`src/rtl/btn_count_ctrl.sv`:
```
// Button command scheduler: arbitrates debounced UP/DOWN presses, applies hold-to-auto-repeat
// and owns the displayed count. Define BTN_COUNT_CTRL_SAT_EN to saturate instead of wrapping.
module btn_count_ctrl #(
    parameter int CLK_HZ    = 50_000_000,
    parameter int HOLD_MS   = 500,
    parameter int REPEAT_MS = 100,
    parameter int WIDTH     = 8
) (
    input  logic             clk,
    input  logic             rst_n,
    input  logic             up_level,
    input  logic             up_rise,
    input  logic             dn_level,
    input  logic             dn_rise,
    output logic [WIDTH-1:0] count,
    output logic             upd,
    output logic             dir,
    output logic             rpt
);

    localparam int HOLD_CYCLES = (CLK_HZ / 1000) * HOLD_MS;
    localparam int REP_CYCLES  = (CLK_HZ / 1000) * REPEAT_MS;
    localparam int MAX_CYCLES  = (HOLD_CYCLES > REP_CYCLES) ? HOLD_CYCLES : REP_CYCLES;
    localparam int TW          = (MAX_CYCLES > 1) ? $clog2(MAX_CYCLES) : 1;

    localparam logic [TW-1:0] HOLD_LAST = TW'(HOLD_CYCLES - 1);
    localparam logic [TW-1:0] REP_LAST  = TW'(REP_CYCLES - 1);

    typedef enum logic [2:0] {
        IDLE,
        HOLD_UP,
        REP_UP,
        HOLD_DN,
        REP_DN,
        LOCK
    } state_t;

    state_t        state;
    state_t        next_state;
    logic [TW-1:0] timer;
    logic [TW-1:0] next_timer;
    logic          step_req;
    logic          step_up;
    logic          step_blocked;
    logic          commit;

    // Pressing the other button while one is active always locks out, even on the release edge.
    always_comb begin
        next_state = state;
        next_timer = timer;
        step_req   = 1'b0;
        step_up    = 1'b0;
        case (state)
            IDLE: begin
                next_timer = '0;
                if (up_rise && dn_rise) begin
                    next_state = LOCK;
                end else if (up_rise) begin
                    next_state = HOLD_UP;
                    step_req   = 1'b1;
                    step_up    = 1'b1;
                end else if (dn_rise) begin
                    next_state = HOLD_DN;
                    step_req   = 1'b1;
                end
            end
            HOLD_UP, REP_UP: begin
                if (dn_rise || dn_level) begin
                    next_state = LOCK;
                    next_timer = '0;
                end else if (!up_level) begin
                    next_state = IDLE;
                    next_timer = '0;
                end else if (timer == ((state == HOLD_UP) ? HOLD_LAST : REP_LAST)) begin
                    next_state = REP_UP;
                    next_timer = '0;
                    step_req   = 1'b1;
                    step_up    = 1'b1;
                end else begin
                    next_timer = timer + 1'b1;
                end
            end
            HOLD_DN, REP_DN: begin
                if (up_rise || up_level) begin
                    next_state = LOCK;
                    next_timer = '0;
                end else if (!dn_level) begin
                    next_state = IDLE;
                    next_timer = '0;
                end else if (timer == ((state == HOLD_DN) ? HOLD_LAST : REP_LAST)) begin
                    next_state = REP_DN;
                    next_timer = '0;
                    step_req   = 1'b1;
                end else begin
                    next_timer = timer + 1'b1;
                end
            end
            LOCK: begin
                next_timer = '0;
                if (!up_level && !dn_level) begin
                    next_state = IDLE;
                end
            end
            default: begin
                next_state = IDLE;
                next_timer = '0;
            end
        endcase
    end

`ifdef BTN_COUNT_CTRL_SAT_EN
    assign step_blocked = step_up ? (count == {WIDTH{1'b1}}) : (count == '0);
`else
    assign step_blocked = 1'b0;
`endif

    assign commit = step_req && !step_blocked;

    always_ff @(posedge clk or negedge rst_n) begin
        if (!rst_n) begin
            state <= IDLE;
            timer <= '0;
            count <= '0;
            upd   <= 1'b0;
            dir   <= 1'b0;
            rpt   <= 1'b0;
        end else begin
            state <= next_state;
            timer <= next_timer;
            upd   <= commit;
            rpt   <= (next_state == REP_UP) || (next_state == REP_DN);
            if (commit) begin
                count <= step_up ? (count + 1'b1) : (count - 1'b1);
                dir   <= step_up;
            end
        end
    end

endmodule

```
`config.mk`:
```
export PLATFORM = sky130hd
export DESIGN_NAME = btn_count_ctrl
export DESIGN_NICKNAME = d
export VERILOG_FILES = /design/src/rtl/btn_count_ctrl.sv
export SDC_FILE = /design/constraint.sdc
export NUM_CORES = 1
export LEC_CHECK = 0
export ABC_AREA = 1
export BUFFER_PORTS_ARGS = -buffer_cell sky130_fd_sc_hd__buf_2
export CAP_MARGIN = 10
export CORE_MARGIN = 2
export CORE_UTILIZATION = 40
export CTS_CLUSTER_SIZE = 40
export DETAILED_ROUTE_END_ITERATION = 10
export PLACE_DENSITY = 0.63
export SYNTH_ARGS = -nofsm -noshare
export SYNTH_HDL_FRONTEND = slang
export SYNTH_SLANG_ARGS = --single-unit
export TNS_END_PERCENT = 20
```
`constraint.sdc`:
```
create_clock -name clk -period 6.3 [get_ports clk]
set_input_delay 1.89 -clock clk [delete_from_list [all_inputs] [get_ports clk]]
set_output_delay 1.89 -clock clk [all_outputs]
set_load 0.02 [all_outputs]
```
==> results of run 1 <==
-- critical path: stages --
cell	delay [ps]
sky130_fd_sc_hd__buf_2	140
sky130_fd_sc_hd__nor2_2	170
sky130_fd_sc_hd__nand2_1	80
sky130_fd_sc_hd__nor2_2	190
sky130_fd_sc_hd__nand4_4	150
sky130_fd_sc_hd__nand2_1	100
sky130_fd_sc_hd__inv_1	140
sky130_fd_sc_hd__ha_1	370
sky130_fd_sc_hd__a21oi_1	170
sky130_fd_sc_hd__nand2_1	120
sky130_fd_sc_hd__nand4_1	100
sky130_fd_sc_hd__nand3_1	110
sky130_fd_sc_hd__nand3_1	130
sky130_fd_sc_hd__nand3_1	80
sky130_fd_sc_hd__nand2_1	60
sky130_fd_sc_hd__nand2_1	50
-- kinds of logic (layout without fill, tap and decap cells) --
logic type | count (synthesis) | after routing | synth area share
buf+inv | 57 | 78 | 0.0906
xor+xnor | 19 | 19 | 0.0631
simple gates | 196 | 196 | 0.372
fa+ha+maj | 10 | 10 | 0.0503
flops | 39 | 39 | 0.370
compound gates | 28 | 28 | 0.0545
-- Yosys cell counts, drive strengths merged --
cell type / number / share of area
buf: 3 / 0.013
a31oi: 1 / 0.0024
xor2: 15 / 0.050
ha: 9 / 0.043
a21oi: 18 / 0.034
nor3: 14 / 0.035
nand3: 20 / 0.046
nand2: 74 / 0.11
a211oi: 1 / 0.0028
dfrtp: 39 / 0.37
nand3b: 3 / 0.013
o21ai: 8 / 0.015
nor4: 1 / 0.0024
nor2: 66 / 0.11
xnor2: 4 / 0.013
fa: 1 / 0.0076
nand4: 16 / 0.046
or2: 2 / 0.0047
inv: 54 / 0.078
-- where the power goes --
part	switching, mW	internal [mW]
sequential	0.0392	0.291
clock	0.0890	0.158
combinational	0.243	0.142
total	0.371	0.591
-- layer usage --
metal,share of wire,up-vias
met5,0,-
met4,0.014,0
met3,0.025,4
met2,0.46,27
met1,0.50,1021
li1,-,1147
-- metrics by stage --
step                      worst slack [ps]   util  cell area [µm²]  total power, mW
after floorplan                       2500      -             2640            0.631
after global placement                2210  0.438             2780            0.715
after detailed placement              2150  0.438             2780            0.723
after CTS                             2440  0.459             2910            0.974
after global routing                  2190  0.459             2910             1.04
final                                 2430  0.459             2910            0.962
-- worst min-delay path by stage --
stage                     to  slack (ps)  cells after the start
floorplan           timer[0]         490                      1
global placement    count[7]         480                      2
detailed placement  count[7]         500                      2
CTS                 count[7]         520                      2
global route        count[7]         580                      2
finish              count[7]         510                      2
-- state kept, by name (all words and copies together), names as in the netlist --
register  cells
count         8
rpt           1
dir           1
state         3
timer        25
upd           1
-- final cells by class --
| cell class | instances | area (µm²) |
|---|---|---|
| repair buffers | 16 | 80.1 |
| multi-input cells | 253 | 1420 |
| fillers | 620 | 3440 |
| well taps | 77 | 96.3 |
| flip-flops and latches | 39 | 976 |
| inverters | 54 | 205 |
| clock inverters | 2 | 60.1 |
| clock buffers | 6 | 72.6 |
==> results.yml, run 1 <==
power_and_ir_drop:
  leakage_nw: 1.34
  irDropWorstVdd_v: 0.000201
  cellPowerDensity_nw_per_um2: 330
timing:
  fmax_mhz: 258
  hold_viol: 0
  worst_slew_pin_slew_ps: 873
  grt_setup_unrepaired: "false"
  fin_crit_sh: 0.614
  maxSlewViolCount: 0
  timing.slew.headroom: 0.418
  finClkSkew_ps: 6.41
  finalWorstPathRequiredPeriod_ps: 3870
  smallest_hold_slack_ps: 512
  setup_viol: 0
  timing.setup.tns_ps: 0
finish:
  layout_commonest_cell: "sky130_fd_sc_hd__nand2_1"
  final_cell_count_no_fill: 447
  post_route_cells_drive_above_1_share: 0.151
  diodes: 0
  areaGrowthSynthToFinish_pct: 10.4
  final_cell_mix: "67 x sky130_fd_sc_hd__nand2_1, 56 x sky130_fd_sc_hd__nor2_1, 49 x sky130_fd_sc_hd__inv_1"
  nets: 385
global_route:
  groute.layer.met2.usage: 0.266
  first_global_vias: 2140
  track_usage: 0.163
  grt_start_max_net_pins: 40
  globalRoute.totalOverflow: 0
  grt_use_met1: 0.219
  grt_antenna_before_repair: 0
  grt_most_used_layer: "met2"
  groute.layer.met3.usage: 0.0263
  first_pass_grt_wire_length_um: 9580
placement:
  routabilityCongestion: 0.861
  placed_cells_incl_taps: 439
  place.port_buffers: 16
  detailed_place_hpwl_um: 4150
die:
  core_um2: 6350
  rows: 29
  die_height_um: 85.2
  io_pins: 17
  floorplan.die_area_um2: 7260
  floorplan.die.width_um: 85.2
  initial_core_util: 0.416
clocking:
  cts_sinks: 39
  ctsResizeCount: 0
  tritoncts: "yes"
  htree_num_levels: 2
  ctsLongestPathBuffers: 2
  insertion_delay_ps: 290
  cts_buffers: 5
  cts_root_buf: "sky130_fd_sc_hd__clkbuf_8"
  clkSlewWorstSetupHoldPaths_ps: 70
  ctsHoldBuffers: 0
  cts_post_setup_buffers_inserted: 0
critical_path:
  crit_start: "dn_level"
  worstSetupStartpointType: "input pin"
  critical_path.reg2reg.startpoint: "timer[0]"
  crit_required_ps: 6480
  endpoint: "count[7]"
  regToRegEndpoint: "count[7]"
  register_to_register_setup_slack_ps: 3490
  critPathArrivalTime_ps: 4050
  critPathKind: "in -> reg"
  critical_path.max_fanout: 8
  timing.reg2reg.worst_path_depth: 17
  setup.worst_path.end_class: "flop"
synth:
  postSynthAreaPerCell_um2: 7.56
  syn-num-nets: 365
  synth_cell_types: 36
  yosys_warnings: 0
  synth_seq_area_share: 0.370
  syn_inst: 349
  synth-seq-cells: 39
  syn_area_um2: 2640
hold_path:
  hp-class: "reg -> reg"
  holdCritStartpoint: "count[7]"
run_status:
  outcome: "completed"
flow_run:
  drv_cap: 0
detailed_routing:
  route.detailed.vias_per_inst: 4.92
  ant_nets: 0
  wl_per_cell_um: 12.0
  drt_wl_total_um: 5350
  detail_route.first_pass.iterations: 4
  remaining_drc_errors: 0
  drt_iter0_markers: 120
  detailroute.via_count: 2199
Power figures use the tool's default switching activity.
==> run 2: changes to the inputs <==
--- a/config.mk
+++ b/config.mk
@@ -12,7 +12,7 @@
 export CORE_UTILIZATION = 40
 export CTS_CLUSTER_SIZE = 40
 export DETAILED_ROUTE_END_ITERATION = 10
-export PLACE_DENSITY = 0.63
+export PLACE_DENSITY = 0.65
 export SYNTH_ARGS = -nofsm -noshare
 export SYNTH_HDL_FRONTEND = slang
 export SYNTH_SLANG_ARGS = --single-unit
==> constraint.sdc (replaced) <==
create_clock -name clk -period 3.2 [get_ports clk]
set_input_delay 0.96 -clock clk [delete_from_list [all_inputs] [get_ports clk]]
set_output_delay 0.96 -clock clk [all_outputs]
set_load 0.02 [all_outputs]
==> results.yml, run 2 (synthesis results as in run 1) <==
clocking:
  cts_root_buf: "sky130_fd_sc_hd__clkbuf_8"
  cts_buffers: 5
  ctsLongestPathBuffers: 2
  cts_sinks: 39
  htree_num_levels: 2
  ctsResizeCount: 0
  cts_post_setup_buffers_inserted: 0
  insertion_delay_ps: 290
  tritoncts: "yes"
  clkSlewWorstSetupHoldPaths_ps: 70
  ctsHoldBuffers: 0
finish:
  post_route_cells_drive_above_1_share: 0.154
  register_containing_the_most_flip_flops_in_the_final_layout: "timer"
  nets: 386
  layout_commonest_cell: "sky130_fd_sc_hd__nand2_1"
  number_of_flip_flops_under_the_largest_register_name: 25
  seqCellArea_um2: 976
  multiInputGateArea_um2: 1420
  fillCellCount: 616
  final_cell_mix: "67 x sky130_fd_sc_hd__nand2_1, 56 x sky130_fd_sc_hd__nor2_1, 49 x sky130_fd_sc_hd__inv_1"
  biggestRegsByFlops: "timer: 25 flops, count: 8 flops, state: 3 flops"
  areaGrowthSynthToFinish_pct: 9.48
  diodes: 0
  utilization: 0.455
global_route:
  grt_start_max_net_pins: 40
  grt_antenna_before_repair: 0
  globalRoute.totalOverflow: 0
  track_usage: 0.160
  first_global_vias: 2042
  first_pass_grt_wire_length_um: 9300
detailed_routing:
  route.detailed.vias_per_inst: 5.05
  remaining_drc_errors: 0
  wl_per_cell_um: 11.8
  detail_route.first_pass.iterations: 4
  drt_wl_total_um: 5290
  drt_iter0_markers: 131
  ant_nets: 0
  detailroute.via_count: 2263
timing:
  hold_viol: 0
  fmax_mhz: 350
  maxSlewViolCount: 0
  grt_setup_unrepaired: "false"
  timing.setup.tns_ps: 0
  finalWorstPathRequiredPeriod_ps: 2850
  smallest_hold_slack_ps: 504
  timing.slew.headroom: 0.423
  finClkSkew_ps: 8.88
  fin_crit_sh: 0.892
  setup_viol: 0
  worst_slew_pin_slew_ps: 865
power_and_ir_drop:
  leakage_nw: 1.33
  cellPowerDensity_nw_per_um2: 611
  irDropWorstVdd_v: 0.000399
die:
  floorplan.die_area_um2: 7260
  die_height_um: 85.2
  floorplan.die.width_um: 85.2
  io_pins: 17
  initial_core_util: 0.416
  rows: 29
  core_um2: 6350
run_status:
  outcome: "completed"
critical_path:
  crit_required_ps: 3370
  critPathKind: "in -> reg"
  worstPathCellList: "buf_2, nor2_2, nand2_1, nor2_2, nand4_4, nand2_1, inv_1, ha_1, a21oi_1, nand2_1, a21oi_1, nor2_1, nor2_1, xor2_1, a21oi_1"
  setup.worst_path.end_class: "flop"
  critical_path.max_fanout: 8
  slowest_delay_ps: 370
  timing.critical_path.buf_inv: 2
  cpMaxStageDelayCell: "sky130_fd_sc_hd__ha_1"
  crit_family: "simple AND/OR/NAND/NOR gates"
  critPathArrivalTime_ps: 3020
  worstSetupStartpointType: "input pin"
flow_run:
  drv_cap: 0
placement:
  place.port_buffers: 16
  routabilityCongestion: 0.842
  detailed_place_hpwl_um: 4080
hold_path:
  hp-class: "reg -> reg"
-- run 2: stage by stage --
stage / power [mW] / setup slack (ps) / cell area [µm²] / cells
after detailed placement: 1.42 / 32.2 / 2790 / 440
after global routing: 1.93 / 44.0 / 2890 / 448
after floorplan: 1.24 / 329 / 2640 / 349
after global placement: 1.40 / 100 / 2790 / 440
after CTS: 1.79 / 349 / 2890 / 448
final: 1.76 / 347 / 2890 / 448
-- run 2: final cells by class --
cell class / count / share of cell area
Clock buffer: 8 / 0.0346
Inverter: 54 / 0.0710
Multi-Input combinational cell: 253 / 0.493
Sequential cell: 39 / 0.338
Tap cell: 77 / 0.0333
Timing Repair Buffer: 17 / 0.0303
-- run 2: power breakdown --
group / switching, mW / leakage (nW) / internal, mW
Sequential: 0.0773 / 0.515 / 0.573
Combinational: 0.472 / 0.766 / 0.280
Clock: 0.165 / 0.0515 / 0.197
Total: 0.714 / 1.33 / 1.05
-- run 2: path summary, 6_finish.rpt --
kind / slack [ps] / endpoint / startpoint / cells after the start
max: 350 / count[5] / dn_level / 15
min: 500 / count[7] / count[7] / 2
max reg2reg: 430 / count[5] / timer[0] / 16
min reg2reg: 500 / count[7] / count[7] / 2
max in group asynchronous: 1880 / count[6] / rst_n / 1
min in group asynchronous: 780 / timer[5] / rst_n / 1
-- run 2: worst min-delay path, stage by stage, from the launching register on --
cell	delay, ps
sky130_fd_sc_hd__dfrtp_1	370
sky130_fd_sc_hd__nand2_1	60
sky130_fd_sc_hd__nand2_1	50
-- run 2: metal layers --
layer / part of all wire / track usage
met1: 0.47 / 0.212
met2: 0.48 / 0.261
met3: 0.032 / 0.0272
met4: 0.019 / 0.0606
met5: 0 / 0
